$ cat config.mk
export PLATFORM = sky130hd
export DESIGN_NAME = pj_unidade_controle
export DESIGN_NICKNAME = d
export VERILOG_FILES = /design/src/rtl/pj_unidade_controle.sv
export SDC_FILE = /design/constraint.sdc
export NUM_CORES = 1
export LEC_CHECK = 0
export BUFFER_PORTS_ARGS = -buffer_cell sky130_fd_sc_hd__buf_2
export CAP_MARGIN = 0
export CORE_UTILIZATION = 55
export DETAILED_ROUTE_END_ITERATION = 12
export PLACE_DENSITY_LB_ADDON = 0.05
export RECOVER_POWER = 50
export SETUP_SLACK_MARGIN = 0.05
export SYNTH_ARGS = -nofsm -noshare
export SYNTH_HDL_FRONTEND = slang
export SYNTH_SLANG_ARGS = --single-unit
export TNS_END_PERCENT = 100
$ cat constraint.sdc
create_clock -name clock -period 2.4 [get_ports clock]
set_input_delay 0.48 -clock clock [delete_from_list [all_inputs] [get_ports clock]]
set_output_delay 0.48 -clock clock [all_outputs]
set_load 0.02 [all_outputs]
$ cat src/rtl/pj_unidade_controle.sv
// Control unit for the MindFocus game: sequences the datapath through each round,
// times player responses and keeps a saturating error count.
module pj_unidade_controle #(
    parameter int TIMEOUT = 50000,
    parameter int TW      = 16
) (
    input  logic       clock,
    input  logic       reset,
    input  logic       iniciar,
    input  logic       indices_prontos,
    input  logic       jogada_feita,
    input  logic       botaoIgualMemoria,
    input  logic       rodadaIgualFinal,
    output logic       zeraA,
    output logic       zeraRod,
    output logic       zeraR,
    output logic       zeraM,
    output logic       zeraI,
    output logic       registraR,
    output logic       registraM,
    output logic       contaA,
    output logic       contaRod,
    output logic       contaI,
    output logic       pronto,
    output logic       timeout_rodada,
    output logic [3:0] erros,
    output logic [3:0] db_estado
);

    typedef enum logic [3:0] {
        INICIAL  = 4'd0,
        PREPARA  = 4'd1,
        GERA     = 4'd2,
        REG_IND  = 4'd3,
        ESPERA   = 4'd4,
        REG_JOG  = 4'd5,
        COMPARA  = 4'd6,
        PROXIMA  = 4'd7,
        VERIFICA = 4'd8,
        TEMPO    = 4'd9,
        FIM      = 4'd15
    } estado_t;

    localparam logic [TW-1:0] TIMER_LAST = TW'(TIMEOUT - 1);

    estado_t       r_estado;
    logic [TW-1:0] r_timer;
    logic [3:0]    r_erros;

    function automatic logic [3:0] sat_inc(input logic [3:0] v);
        return (v == 4'hF) ? v : v + 4'd1;
    endfunction

    always_ff @(posedge clock or negedge reset) begin
        if (!reset) begin
            r_estado <= INICIAL;
            r_timer  <= '0;
            r_erros  <= '0;
        end else begin
            case (r_estado)
                INICIAL:  if (iniciar) r_estado <= PREPARA;
                PREPARA: begin
                    r_erros  <= '0;
                    r_estado <= GERA;
                end
                GERA:     if (indices_prontos) r_estado <= REG_IND;
                REG_IND: begin
                    r_timer  <= '0;
                    r_estado <= ESPERA;
                end
                ESPERA: begin
                    r_timer <= r_timer + TW'(1);
                    // A press in the last allowed cycle still counts as a response.
                    if (jogada_feita)              r_estado <= REG_JOG;
                    else if (r_timer == TIMER_LAST) r_estado <= TEMPO;
                end
                REG_JOG:  r_estado <= COMPARA;
                COMPARA: begin
                    if (!botaoIgualMemoria) r_erros <= sat_inc(r_erros);
                    r_estado <= PROXIMA;
                end
                TEMPO: begin
                    r_erros  <= sat_inc(r_erros);
                    r_estado <= PROXIMA;
                end
                PROXIMA:  r_estado <= VERIFICA;
                VERIFICA: r_estado <= rodadaIgualFinal ? FIM : GERA;
                FIM:      if (iniciar) r_estado <= PREPARA;
                default:  r_estado <= INICIAL;
            endcase
        end
    end

    always_comb begin
        zeraA          = 1'b0;
        zeraRod        = 1'b0;
        zeraR          = 1'b0;
        zeraM          = 1'b0;
        zeraI          = 1'b0;
        registraR      = 1'b0;
        registraM      = 1'b0;
        contaA         = 1'b0;
        contaRod       = 1'b0;
        contaI         = 1'b0;
        pronto         = 1'b0;
        timeout_rodada = 1'b0;
        case (r_estado)
            PREPARA: begin
                zeraA   = 1'b1;
                zeraRod = 1'b1;
                zeraR   = 1'b1;
                zeraM   = 1'b1;
                zeraI   = 1'b1;
            end
            REG_IND: begin
                registraM = 1'b1;
                zeraR     = 1'b1;
                zeraI     = 1'b1;
            end
            ESPERA:  contaI         = 1'b1;
            REG_JOG: registraR      = 1'b1;
            COMPARA: contaA         = botaoIgualMemoria;
            TEMPO:   timeout_rodada = 1'b1;
            PROXIMA: contaRod       = 1'b1;
            FIM:     pronto         = 1'b1;
            default: ;
        endcase
    end

    assign erros     = r_erros;
    assign db_estado = r_estado;

endmodule

; After elaboration in Yosys (flattened, before gate mapping)
; Cells that the tools add are included.
; Widths: inputs -> output; s select.
[totals]
out_inout_bits = 20
wordCells = 48
regBits = 24
[op_classes]
n_reduce_logical = 8
n_addsub = 2
n_mux = 19
n_eq_ne = 16
[ops]
columns = op, n
row1 = $pmux 4 s9, 1
row2 = $pmux 16 s2, 1
row3 = $mux 4, 7
row4 = $add 16x1->16 const B, 1
row5 = $eq 16x16->1 const B, 1
row6 = $eq 4x3->1 const B, 4
row7 = $eq 4x4->1 const B, 4
row8 = $pmux 4 s3, 1
row9 = $mux 1, 9
row10 = $eq 4x2->1 const B, 2
row11 = $reduce_or 2->1, 3
row12 = $add 4x1->4 const B, 1
row13 = $eq 4x1->1 const B, 1
row14 = $logic_not 4->1, 1
row15 = $ne 2x2->1 const B, 2
row16 = $ne 3x3->1 const B, 1
row17 = $reduce_and 3->1, 1
row18 = $reduce_bool 3->1, 1
row19 = $ne 2x1->1 const B, 1
row20 = $reduce_and 2->1, 1
row21 = $reduce_bool 2->1, 1

; Longest topological paths before layout
[logic_depth]
word_depth = 4
ltp_mapped = 7
ltp_nobuf = 6

; Worst setup path after synthesis
; Ideal clock, no wire load.
[synth_timing]
path_type = flip-flop to flip-flop
startpoint = reg r_estado[1] (netlist: db_estado[1])
endpoint = reg r_erros[0] (netlist: erros[0])
path_stages_with_launch = 6
path_slack_ps = 259
t_arrival_ps = 2005
n_path_buf = 1
path_cell_list = dfrtp_1 > buf_2 > nor4bb_1 > a41oi_1 > a31o_2 > mux2i_1
[synth_via]
elab_chain_len = 3
elab_cells_between_ends = 7
[synth_rtl]
columns = item, line
row1 = "start, declared", 46  ; estado_t r_estado;
row2 = "start signal, assigned", 87  ; VERIFICA: r_estado <= rodadaIgualFinal ? FIM : GERA;
row3 = "$eq 4x3->1, or another cell as far along", 60  ; case (r_estado)
row4 = $ne 2x2->1 (no line) or $reduce_bool 3->1 (tied branches), --
row5 = $reduce_and 2->1 (no line), --
row6 = "end signal, assigned", 79  ; if (!botaoIgualMemoria) r_erros <= sat_inc(r_erros);
row7 = "end signal, assigned", 83  ; r_erros <= sat_inc(r_erros);
row8 = "end, declared", 48  ; logic [3:0] r_erros;
; Several ways; a longest one is shown, not always the timed one.
; A chain may end at the register's enable or synchronous reset.

; Worst setup path in the final report
[layout_timing]
startpoint = reg r_estado[3] (netlist: db_estado[3])
endpoint = out contaI
[layout_via]
elab_chain_len = 2
[layout_rtl]
columns = item, line
row1 = $eq 4x3->1, 107  ; case (r_estado)
row2 = $mux 1, 107
row3 = "end, declared", 23  ; output logic contaI,
; No other way between the ends.

==> results.ini <==
[grt]
grt_pass1_vias = 1127
antenna_found_initial = 0
grt_usage_pct = 24.49
grt_max_degree = 25
grt_pass1_wl_um = 5043
gr-total-overflow = 0

[critical_path]
cp.arrival_ns = 1.75
reg2reg_slack_ns = 0.48
critPathMaxFanout = 15
reg2reg_depth = 4
critPathLaunchType = flop
path_class = reg2out
r2r-end = r_timer[7]
r2r_start = db_estado[3]
critPathCaptureType = output pin
critPathRequiredTime_ns = 1.92

[timing]
setup_violations = 0
fin_hold_ws_ns = 0.4191
fin_tns_setup_ns = 0
maxSlewViolCount = 0
max_freq_mhz = 448.0
finalCriticalPeriod_ns = 2.232
finalHoldViolations = 0
fin_crit_sh_pct = 93.01
max_slew_margin_pct = 11.24
max_slew.worst_pin.slew_ns = 1.331
finClkSkew_ns = 0.01584
worst_slack_ns = 0.1678
rsz0062_at_grt = false

[finish]
fin_cells = 223
num-nets-final = 203
drive_gt1_share_pct = 22.28
num_antenna_cells = 0
area_growth_pct = 13.92
nFillCells = 225

[placed_design]
dpl.cell_count = 213
place_congestion = 0.8615
port-buffer-count = 26
dpl.hpwl_um = 2302
dp_worst_setup_slack_ns = 0.2919

[yosys]
synth.avg_cell_area_um2 = 8.773
synth_warnings = 0
synth_edf_count = 0
synth_area_um2 = 1465
synth_ff_type = dfrtp_1
ys_types = 43
synth_top_cell_by_area = dfrtp_1
synth_nets = 176
synth_top_cell_area_share_pct = 40.99
synth_async_sr_flop_share_pct = 100.0
seq_area_frac_synth_pct = 40.99
syn_inst = 167
ys_ff_latch = 24
synth_area_leaders = dfrtp_1 (41%), mux2i_1 (6.8%), nand2_1 (6.4%)

[pwr]
power_frac_seq_pct = 34.4
p_leak_nw = 0.8032
combPwrFrac_pct = 48.3
p_sw_w = 0.0007341
powerDensity_nw_per_um2 = 1026
swShare_pct = 42.87
ir_drop_mv = 0.7267
internal_power_w = 0.0009782
power_frac_clock_pct = 17.3

[detailed_routing]
viasPerCell = 5.874
drtIter0Drc = 56
wl_per_cell_um = 14.44
routed_wl_um = 3221
num_vias = 1310
drcViolationCount = 0
first_pass_iters = 4
drtAntennaViolNets = 0

[outcome]
status = finished clean

[clock_tree]
cts.path.max_buffers = 2
cts_buffers = 3
root_buffer = clkbuf_4
cts_tree = built
insertion_delay_ns = 0.33
clk_pin_slew_ns = 0.14
ctsHtreeMaxLevel = 1
cts.sinks = 24

[floorplan]
die_w_um = 53.62
die_h_um = 53.62
std_cell_rows = 18
die_area_um2 = 2875
io_pins = 27
floorplan.initialDensity_pct = 58.61
core_area_um2 = 2500

[hold_path]
hold_path_class = in2async

[run]
maxCapViolCount = 0

cells in the mapped netlist (all sizes together), types with 2 or more instances:
cell type,number
nand3,9
a21oi,5
nor2,13
o211ai,4
a41oi,2
nor3,6
nor4,2
mux2i,10
o31ai,4
ha,2
inv,9
buf,8
nand4,5
clkbuf,5
nor3b,2
o21ai,11
dfrtp,24
nand2b,2
nand2,25
layout make-up:
cell class              instances  area [um^2]  share of cell area, %
clock inverters                 1        30.03                  1.799
well taps                      30        37.54                  2.249
inverters                       9        33.78                  2.024
repair buffers                 35        188.9                  11.32
multi-input cells             121        750.7                  44.98
flip-flops and latches         24        605.6                  36.28
clock buffers                   3        22.52                  1.349
logic make-up after synthesis:
family / share of synthesized area [%]
xor+xnor: 0.5979
buf+inv: 8.026
fa+ha+maj: 1.708
simple gates: 25.36
mux: 6.832
compound gates: 16.48
flops: 40.99
through the flow:
step	area, um^2	utilization, %	power, W
2_1_floorplan	1465	-	0.001176
3_3_place_gp	1572	62.86	0.001327
3_5_place_dp	1572	62.86	0.001337
4_1_cts	1648	65.92	0.001673
5_1_grt	1669	66.77	0.001840
6_report	1669	66.77	0.001712
power groups by stage:
| stage | Clock, W | Sequential, W | Combinational [W] |
|---|---|---|---|
| 2_1_floorplan | 0 | 0.000595 | 0.000582 |
| 3_3_place_gp | 0 | 0.000602 | 0.000726 |
| 3_5_place_dp | 0 | 0.000606 | 0.000730 |
| 4_1_cts | 0.000304 | 0.000588 | 0.000781 |
| 5_1_grt | 0.000320 | 0.000603 | 0.000916 |
| 6_report | 0.000296 | 0.000589 | 0.000828 |
layout by cell type (no fill, tap or decap), types with 2 or more instances in the layout:
master,netlist,routed
a41oi_1,2,2
dfrtp_1,24,20
buf_2,1,19
mux2i_1,10,10
nor3_1,6,6
clkbuf_1,5,7
o31ai_1,3,3
a21oi_1,5,5
nand2b_1,2,2
o211ai_1,2,2
nor2_1,13,13
nor4_1,2,2
nand4_1,5,5
dfrtp_2,0,4
clkbuf_4,0,3
ha_1,2,2
buf_4,3,9
nand3_1,9,9
o211ai_2,2,2
nor3b_1,2,2
nand2_1,25,25
o21ai_0,11,11
inv_1,9,9
flip-flops by register name, indices dropped and copies added (netlist names):
signal,count
r_timer,16
db_estado,4
erros,4
worst max-delay path, stage by stage, from the launching register on:
cell	delay, ns
dfrtp_2	0.51
or4b_4	0.58
inv_1	0.16
buf_2	0.18
per-layer routing:
layer | up-vias | global-route usage (%) | wire length, um
li1 | 649 | - | -
met1 | 621 | 30.50 | 1472
met2 | 34 | 41.46 | 1561
met3 | 6 | 4.237 | 134
met4 | 0 | 10.53 | 53
met5 | - | 0 | 0
timing repair:
action | CTS | global route
gates resized for setup | 1 | 4
pin swaps | 0 | 0
endpoints found under the setup margin | 3 | 4
hold endpoints to repair | 0 | 0
hold buffers | 0 | 0
setup buffers | 3 | 3
worst max path at each step:
stage	startpoint	endpoint	slack [ns]	cells past startpoint
2_1_floorplan	db_estado[1]	erros[0]	0.26	5
3_3_place_gp	db_estado[0]	zeraA	0.33	4
3_5_place_dp	db_estado[0]	zeraA	0.29	4
4_1_cts	db_estado[1]	zeraA	0.08	3
5_1_grt	db_estado[3]	contaI	0.08	3
6_report	db_estado[3]	contaI	0.17	3
Power figures use the tool's default switching activity.
